<file path="config.mk">
export PLATFORM = sky130hd
export DESIGN_NAME = register_tree_pq
export DESIGN_NICKNAME = d
export VERILOG_FILES = /design/src/rtl/register_tree_pq_pkg.sv /design/src/rtl/register_tree_cas_node.sv /design/src/rtl/register_tree_pq.sv
export SDC_FILE = /design/constraint.sdc
export NUM_CORES = 1
export LEC_CHECK = 0
export ABC_CLOCK_PERIOD_IN_PS = 5150
export BUFFER_PORTS_ARGS = -buffer_cell sky130_fd_sc_hd__clkbuf_2
export CORE_MARGIN = 3
export CORE_UTILIZATION = 33
export CTS_CLUSTER_DIAMETER = 60
export DETAILED_ROUTE_END_ITERATION = 16
export PLACE_DENSITY_LB_ADDON = 0.3
export SKIP_LAST_GASP = 1
export SLEW_MARGIN = 15
export SYNTH_ARGS = -nofsm -noshare
export SYNTH_HDL_FRONTEND = slang
export SYNTH_HIERARCHICAL = 1
export SYNTH_SLANG_ARGS = --single-unit
</file>
<file path="constraint.sdc">
create_clock -name i_CLK -period 5.15 [get_ports i_CLK]
set_input_delay 1.2875 -clock i_CLK [delete_from_list [all_inputs] [get_ports i_CLK]]
set_output_delay 1.2875 -clock i_CLK [all_outputs]
set_load 0.03 [all_outputs]
</file>
<file path="src/rtl/register_tree_pq_pkg.sv">
// Shared types and sizing helpers for the register-tree priority queue.
package register_tree_pq_pkg;

   typedef enum logic {
      ST_IDLE,
      ST_SETTLE
   } state_e;

   typedef enum logic [1:0] {
      OP_NONE,
      OP_ENQ,
      OP_DEQ,
      OP_REP
   } op_e;

   // Number of tree levels needed to hold queue_size entries.
   function automatic int tree_depth(input int queue_size);
      return $clog2(queue_size + 1);
   endfunction

   // Nodes in a complete binary tree of tree_depth(queue_size) levels.
   function automatic int node_count(input int queue_size);
      return (1 << tree_depth(queue_size)) - 1;
   endfunction

   // Level of a node in the implicit array layout (root is level 0).
   function automatic int node_level(input int idx);
      return $clog2(idx + 2) - 1;
   endfunction

endpackage

</file>
<file path="src/rtl/register_tree_cas_node.sv">
// Combinational compare-swap of one parent against its two children.
// Nodes carry {valid, key}; an invalid node ranks below every valid key.
module register_tree_cas_node #(
   parameter int DATA_WIDTH = 16,
   parameter int MAX_HEAP   = 1
) (
   input  logic                  i_p_valid,
   input  logic [DATA_WIDTH-1:0] i_p_key,
   input  logic                  i_l_valid,
   input  logic [DATA_WIDTH-1:0] i_l_key,
   input  logic                  i_r_valid,
   input  logic [DATA_WIDTH-1:0] i_r_key,
   output logic                  o_p_valid,
   output logic [DATA_WIDTH-1:0] o_p_key,
   output logic                  o_l_valid,
   output logic [DATA_WIDTH-1:0] o_l_key,
   output logic                  o_r_valid,
   output logic [DATA_WIDTH-1:0] o_r_key
);

   // True when node a strictly outranks node b in the configured order.
   function automatic logic outranks(input logic a_valid, input logic [DATA_WIDTH-1:0] a_key,
                                     input logic b_valid, input logic [DATA_WIDTH-1:0] b_key);
      if (!a_valid) return 1'b0;
      if (!b_valid) return 1'b1;
      if (MAX_HEAP != 0) return (a_key > b_key);
      return (a_key < b_key);
   endfunction

   logic right_better;

   // Pick the better child (ties go left) and swap it up only if it strictly wins.
   always_comb begin
      o_p_valid = i_p_valid;
      o_p_key   = i_p_key;
      o_l_valid = i_l_valid;
      o_l_key   = i_l_key;
      o_r_valid = i_r_valid;
      o_r_key   = i_r_key;
      right_better = outranks(i_r_valid, i_r_key, i_l_valid, i_l_key);
      if (right_better) begin
         if (outranks(i_r_valid, i_r_key, i_p_valid, i_p_key)) begin
            o_p_valid = i_r_valid;
            o_p_key   = i_r_key;
            o_r_valid = i_p_valid;
            o_r_key   = i_p_key;
         end
      end else begin
         if (outranks(i_l_valid, i_l_key, i_p_valid, i_p_key)) begin
            o_p_valid = i_l_valid;
            o_p_key   = i_l_key;
            o_l_valid = i_p_valid;
            o_l_key   = i_p_key;
         end
      end
   end

endmodule

</file>
<file path="src/rtl/register_tree_pq.sv">
// Register-tree priority queue. Each operation edits the tree directly, then
// the queue stays busy for TREE_DEPTH cycles while even/odd compare-swap
// passes restore heap order, so the root is always correct when ready.
module register_tree_pq
   import register_tree_pq_pkg::*;
#(
   parameter int QUEUE_SIZE = 7,
   parameter int DATA_WIDTH = 16,
   parameter int MAX_HEAP   = 1
) (
   input  logic                             i_CLK,
   input  logic                             i_RST,
   input  logic                             i_wrt,
   input  logic                             i_read,
   input  logic [DATA_WIDTH-1:0]            i_data,
   output logic                             o_ready,
   output logic                             o_valid,
   output logic [DATA_WIDTH-1:0]            o_data,
   output logic                             o_full,
   output logic                             o_empty,
   output logic [$clog2(QUEUE_SIZE+1)-1:0]  o_count,
   output logic                             o_err
);

   localparam int TREE_DEPTH  = tree_depth(QUEUE_SIZE);
   localparam int NODES       = node_count(QUEUE_SIZE);
   localparam int NUM_PARENTS = (NODES - 1) / 2;
   localparam int CNT_W       = $clog2(QUEUE_SIZE + 1);
   localparam int SETTLE_W    = $clog2(TREE_DEPTH + 1);
   localparam int IDX_W       = $clog2(NODES);

   state_e                              state_q, state_d;
   logic [SETTLE_W-1:0]                 settle_q, settle_d;
   logic [CNT_W-1:0]                    count_q, count_d;
   logic                                err_q, err_d;
   logic [NODES-1:0]                    valid_q, valid_d;
   logic [NODES-1:0][DATA_WIDTH-1:0]    key_q, key_d;

   // Tree after the even-level pass, and after the following odd-level pass.
   logic [NODES-1:0]                    ev_valid, od_valid;
   logic [NODES-1:0][DATA_WIDTH-1:0]    ev_key, od_key;

   op_e              op;
   logic [IDX_W-1:0] free_idx;
   logic             is_full, is_empty;

   assign is_full  = (count_q == CNT_W'(QUEUE_SIZE));
   assign is_empty = (count_q == '0);

   // ---------------------------------------------------------------------
   // Even-level pass: parents at levels 0, 2, ... compare against children.
   // ---------------------------------------------------------------------
   genvar gi;
   generate
      for (gi = 0; gi < NUM_PARENTS; gi++) begin : g_even
         if (node_level(gi) % 2 == 0) begin : g_cas
            register_tree_cas_node #(
               .DATA_WIDTH (DATA_WIDTH),
               .MAX_HEAP   (MAX_HEAP)
            ) u_cas (
               .i_p_valid (valid_q[gi]),
               .i_p_key   (key_q[gi]),
               .i_l_valid (valid_q[2*gi+1]),
               .i_l_key   (key_q[2*gi+1]),
               .i_r_valid (valid_q[2*gi+2]),
               .i_r_key   (key_q[2*gi+2]),
               .o_p_valid (ev_valid[gi]),
               .o_p_key   (ev_key[gi]),
               .o_l_valid (ev_valid[2*gi+1]),
               .o_l_key   (ev_key[2*gi+1]),
               .o_r_valid (ev_valid[2*gi+2]),
               .o_r_key   (ev_key[2*gi+2])
            );
         end
      end

      // Nodes not touched by any even-level triple pass straight through.
      for (gi = 0; gi < NODES; gi++) begin : g_even_thru
         if (!((node_level(gi) % 2 == 0 && gi < NUM_PARENTS) || (node_level(gi) % 2 == 1))) begin : g_thru
            assign ev_valid[gi] = valid_q[gi];
            assign ev_key[gi]   = key_q[gi];
         end
      end

      // ------------------------------------------------------------------
      // Odd-level pass on the even-pass result.
      // ------------------------------------------------------------------
      for (gi = 0; gi < NUM_PARENTS; gi++) begin : g_odd
         if (node_level(gi) % 2 == 1) begin : g_cas
            register_tree_cas_node #(
               .DATA_WIDTH (DATA_WIDTH),
               .MAX_HEAP   (MAX_HEAP)
            ) u_cas (
               .i_p_valid (ev_valid[gi]),
               .i_p_key   (ev_key[gi]),
               .i_l_valid (ev_valid[2*gi+1]),
               .i_l_key   (ev_key[2*gi+1]),
               .i_r_valid (ev_valid[2*gi+2]),
               .i_r_key   (ev_key[2*gi+2]),
               .o_p_valid (od_valid[gi]),
               .o_p_key   (od_key[gi]),
               .o_l_valid (od_valid[2*gi+1]),
               .o_l_key   (od_key[2*gi+1]),
               .o_r_valid (od_valid[2*gi+2]),
               .o_r_key   (od_key[2*gi+2])
            );
         end
      end

      // Root and any node outside an odd-level triple pass straight through.
      for (gi = 0; gi < NODES; gi++) begin : g_odd_thru
         if (!((node_level(gi) % 2 == 1 && gi < NUM_PARENTS) || (node_level(gi) % 2 == 0 && gi > 0))) begin : g_thru
            assign od_valid[gi] = ev_valid[gi];
            assign od_key[gi]   = ev_key[gi];
         end
      end
   endgenerate

   // Lowest-index empty slot among the writable nodes.
   always_comb begin
      free_idx = '0;
      for (int n = QUEUE_SIZE - 1; n >= 0; n--) begin
         if (!valid_q[n]) free_idx = IDX_W'(n);
      end
   end

   // Decode the request; it only counts while the queue is idle.
   always_comb begin
      op = OP_NONE;
      if (state_q == ST_IDLE) begin
         case ({i_wrt, i_read})
            2'b10:   op = OP_ENQ;
            2'b01:   op = OP_DEQ;
            2'b11:   op = OP_REP;
            default: op = OP_NONE;
         endcase
      end
   end

   // Next-state: apply the operation in IDLE, run compare-swap passes in SETTLE.
   always_comb begin
      state_d  = state_q;
      settle_d = settle_q;
      count_d  = count_q;
      err_d    = 1'b0;
      valid_d  = valid_q;
      key_d    = key_q;
      if (state_q == ST_IDLE) begin
         if (op != OP_NONE) begin
            state_d  = ST_SETTLE;
            settle_d = SETTLE_W'(TREE_DEPTH);
         end
         case (op)
            OP_ENQ: begin
               if (is_full) begin
                  err_d = 1'b1;
               end else begin
                  valid_d[free_idx] = 1'b1;
                  key_d[free_idx]   = i_data;
                  count_d           = count_q + CNT_W'(1);
               end
            end
            OP_DEQ: begin
               if (is_empty) begin
                  err_d = 1'b1;
               end else begin
                  valid_d[0] = 1'b0;
                  key_d[0]   = '0;
                  count_d    = count_q - CNT_W'(1);
               end
            end
            OP_REP: begin
               // An empty tree has every node invalid, so the root is also the free slot.
               valid_d[0] = 1'b1;
               key_d[0]   = i_data;
               if (is_empty) count_d = CNT_W'(1);
            end
            OP_NONE: begin
            end
         endcase
      end else begin
         valid_d  = od_valid;
         key_d    = od_key;
         settle_d = settle_q - SETTLE_W'(1);
         if (settle_q == SETTLE_W'(1)) state_d = ST_IDLE;
      end
   end

   // State and tree registers with synchronous reset.
   always_ff @(posedge i_CLK) begin
      if (i_RST) begin
         state_q  <= ST_IDLE;
         settle_q <= '0;
         count_q  <= '0;
         err_q    <= 1'b0;
         valid_q  <= '0;
         key_q    <= '0;
      end else begin
         state_q  <= state_d;
         settle_q <= settle_d;
         count_q  <= count_d;
         err_q    <= err_d;
         valid_q  <= valid_d;
         key_q    <= key_d;
      end
   end

   assign o_ready = (state_q == ST_IDLE);
   assign o_valid = o_ready && !is_empty;
   assign o_data  = o_valid ? key_q[0] : '0;
   assign o_full  = is_full;
   assign o_empty = is_empty;
   assign o_count = count_q;
   assign o_err   = err_q;

endmodule

</file>
# [Word-level counts from Yosys, hierarchy flattened]
# Index checks and enable logic that the tools add are counted.
[totals] wordCells=264 output_inout_bits=24 regBits=126 in_bits=20
[classes] add_sub_neg=3 bitwise=2 muxes=181 reduce_logical=17 magnitude_cmp=20 n_eq_ne=24
[op_table] cell="$mux 16" n=24
[op_table] cell="$mux 112" n=2
[op_table] cell="$gt 16x16->1" n=9
[op_table] cell="$lt 16x16->1" n=9
[op_table] cell="$mux 1" n=130
[op_table] cell="$bwmux 112" n=1
[op_table] cell="$mux 96" n=1
[op_table] cell="$demux 16 s3" n=1
[op_table] cell="$pmux 16 s3" n=1
[op_table] cell="$mux 3" n=10
[op_table] cell="$reduce_and 4->1" n=4
[op_table] cell="$mux 7" n=2
[op_table] cell="$ne 2x1->1 const B" n=7
[op_table] cell="$ne 2x2->1 const B" n=5
[op_table] cell="$reduce_and 5->1" n=2
[op_table] cell="$ne 3x3->1 const B" n=3
[op_table] cell="$pmux 3 s3" n=1
[op_table] cell="$eq 2x2->1 const B" n=4
[op_table] cell="$or 7x7->7" n=1
[op_table] cell="$eq 2x1->1 const B" n=3
[op_table] cell="$mux 2" n=3
[op_table] cell="$mux 6" n=1
[op_table] cell="$pmux 2 s3" n=1
[op_table] cell="$reduce_bool 2->1" n=3
[op_table] cell="other kinds (18)" n=19

# [Logic depth before layout (Yosys ltp)]
[logic_depth] depth_word=32 mapped_depth=22 mapped_depth_nobuf=18

# [By module]
# The synthesis kept the hierarchy.
[modules_own_cells] module="register_tree_cas_node" area_each_um2=2100.8 instances=3 cells_per_inst=300
[modules_own_cells] module="register_tree_pq" area_each_um2=6160.9 instances=1 cells_per_inst=732

# [Least setup slack after synthesis]
# OpenSTA, ideal clock, no wires.
[synth_timing] path_kind="register to register" startpoint="register key_q[14] (netlist bit)" endpoint="register key_q[27] (netlist bit)" synth_period_minus_slack_ps=4650 stages_incl_launch_ff=22 path_buffers=3 arrival_ps=4536 path_slack_ps=500 required_ps=5036 cell_sequence="dfxtp_1 -> inv_1 -> ha_1 -> a21oi_1 -> nand2_1 -> a211o_1 -> o41ai_2 -> or2_0 -> buf_2 -> clkbuf_1 -> o21ai_0 -> inv_1 -> ha_1 -> a21oi_1 -> o21ai_1 -> a2111o_1 -> o31ai_2 -> clkbuf_1 -> nor3_1 -> a311oi_2 -> nor2_1 -> a2111oi_0"
[synth_rtl] item="start: declaration" line="register_tree_pq.sv:37" rtl="logic [NODES-1:0][DATA_WIDTH-1:0] key_q, key_d;"
[synth_rtl] item="start signal: assignment" line="register_tree_pq.sv:204" rtl="key_q <= key_d;"

==> metrics.yaml <==
initial_core_util_pct: 33.7
period_needed_ns: 4.99
final-max-slew-violation-count: 0
power.total_mw: 5.21
start_kind: "flop"
arrival_ns: 5.32
maxCapViolCount: 0
fillers: 3853
rsz0062_at_grt: "yes"
ys_warn_count: 6
syn_to_final_growth_pct: 18.5
combPwrFrac_pct: 49.7
drtAntennaViolNets: 0
clock-sinks: 126
io_buffer_count: 43
grt_overflow: 0
clk_latency_ns: 0.43
synth.cell_area_um2: 12500
vias: 13200
dr.pass1.iters: 6
synth-main-ff-cell: "dfxtp_1"
sequentialPowerShare_pct: 25.0
cts_buffers: 17
boundaryPins: 44
coreArea_um2: 37000
grt_max_degree: 123
p_int_mw: 2.95
dp_slack_ns: -0.919
synthCells: 1632
viasPerCell: 5.97
hp-class: "reg2reg"
finalClockSkew_ns: 0.0122
required_ns: 5.48
clock_path_buffers: 2
fin_ws_ns: 0.156
synth_nets: 1802
syn_area_per_cell_um2: 7.64
place.gp.congestion: 0.951
worst_pin_slew_ns: 0.966
fin_util_pct: 40.0
period_share_pct: 97.0
tns_ns: 0
max_freq_mhz: 200
cts_hold_buf: 0
fp.dieH_um: 200
hold_viol: 0
p_per_area_nw_per_um2: 353
htree_levels: 4
worst_slew_margin_rel_pct: 35.6
synth_cell_types: 64
ys_seq_elements: 126
finalSetupViolCount: 0
std_cell_rows: 70
synth_edf_count: 0
cts_tree: "yes"
criticalPathCategory: "reg2reg"
root_buffer: "clkbuf_16"
cp_max_fo: 16
hpwl_um: 34000
dieArea_um2: 40100
status: "completed"
grt_pass1_vias: 12500
clkPwrFrac_pct: 25.4
drc: 0
fin_nets: 1865
p_leak_nw: 5.68
switching_power_mw: 2.26
ys_seq_area_share_pct: 20.2
crit_path_end_kind: "flop"
grt_antenna_before_repair: 1
swShare_pct: 43.4
antenna_cells: 0
drive_gt1_share_pct: 19.8
timing.hold.ws_ns: 0.484
drt_wl_total_um: 46600
clkTransAtPathRegs_ns: 0.07
track_usage_pct: 22.5
worst_ir_drop_vdd_mv: 0.196
detail_route.wl_per_cell_um: 21.1
synthArstFlopShare_pct: 0
die_x_um: 200
grt_pass1_wl_um: 73600
drt-initial-drc-count: 1139
[placed cells by master, fill, tap and decap left out, types with 11 or more instances in the layout]
cell / n
a2111oi_2: 31
a21oi_1: 88
a221oi_1: 46
a311oi_1: 23
a311oi_2: 44
a32o_1: 18
and2_1: 19
buf_4: 113
clkbuf_16: 18
clkbuf_2: 42
dfxtp_1: 125
ha_1: 148
inv_1: 168
mux2i_1: 19
nand2_1: 77
nand2b_1: 16
nand3_1: 26
nand4_1: 32
nor2_1: 113
nor2b_1: 11
nor3_1: 131
o21ai_0: 199
o21ai_1: 18
o31a_1: 14
[sequential cells by signal, summed over array words and instances, names as in the netlist]
signal	count
ev_key	64
key_q	48
o_count	3
o_err	1
settle_q	2
state_q	1
valid_q	7
[critical path, stage by stage (launching register included)]
cell and delay, ns:
dfxtp_1 0.36, inv_1 0.07, buf_4 0.16, ha_1 0.29, nand4_1 0.15, nor3_4 0.30, a21boi_4 0.26, o41ai_4 0.12
or2_4 0.27, buf_4 0.17, o21ai_0 0.15, inv_1 0.14, buf_4 0.17, ha_1 0.29, nand4_1 0.17, nor3_4 0.26
a21boi_4 0.28, o41ai_4 0.12, or2_4 0.28, buf_12 0.16, a311oi_2 0.33, nor2_1 0.09, a2111oi_2 0.29
[layer usage]
layer  global-route usage, %  vias to the layer above  wire (um)
met5                       0                        -         13
met4                    7.00                        2       1150
met3                    3.48                       67       2770
met2                    35.2                      502      21100
met1                    31.7                     6438      21600
li1                        -                     6196          -
[power by group through the flow]
stage	Combinational, mW	Sequential, mW	Clock [mW]
global placement	2.35	1.32	0
detailed placement	2.40	1.32	0
floorplan	1.62	1.25	0
CTS	2.47	1.30	1.34
global route	2.84	1.32	1.38
finish	2.59	1.30	1.32
[final cells by class]
class,count,area (um^2),share of cell area [%]
inverters,178,671,4.54
clock buffers,20,468,3.17
multi-input cells,1200,9000,60.9
flip-flops and latches,126,2530,17.1
well taps,504,631,4.27
clock inverters,12,158,1.07
repair buffers,172,1320,8.93
[cells in the mapped netlist, drive strengths merged, types with 4 or more instances]
master	instances	area share, %
or3	4	0.20
buf	57	2.8
clkbuf	71	2.1
a21boi	9	0.63
a31oi	7	0.35
nor4	4	0.68
ha	149	15
mux2i	19	1.5
o211ai	9	0.54
nand4	35	1.9
or2	6	0.30
nor3	137	5.6
nor2b	11	0.55
nand2	77	2.3
o31ai	7	0.66
and2	19	0.95
a311oi	67	6.8
nand2b	16	0.80
a21oi	88	3.5
a2111oi	39	3.6
nand3	29	1.3
o21ai	218	8.8
a21o	9	0.54
and3	8	0.40
inv	178	5.4
o31a	15	1.1
a211oi	5	0.30
dfxtp	126	20
a221oi	47	3.3
nor2	113	3.4
o41ai	4	0.46
a32o	18	1.4
o21a	4	0.24
[logic make-up after synthesis]
family	after synthesis	share of synthesized area, %
compound gates	562	33.5
simple gates	469	19.3
buf+inv	306	10.3
fa+ha+maj	150	15.1
flops	126	20.2
mux	19	1.53
[path summary, 6_finish.rpt]
kind | start | to | slack (ns) | depth (start not counted)
max | key_q[5] | key_q[17] | 0.16 | 22
min | settle_q[1] | settle_q[1] | 0.48 | 2
max reg2reg | key_q[5] | key_q[17] | 0.16 | 22
min reg2reg | settle_q[1] | settle_q[1] | 0.48 | 2
[metrics by stage]
stage	cells	area, um^2
detailed placement	2170	13800
finish	2212	14800
global route	2212	14800
global placement	2170	13800
floorplan	1632	12500
CTS	2205	14500
[timing repair]
action                     in CTS  in global routing
gates cloned                    0                  1
pin swaps                       5                 17
gates resized for setup        27                 69
buffers inserted                3                  5
setup endpoints to repair      78                 91
Power figures use the tool's default switching activity.
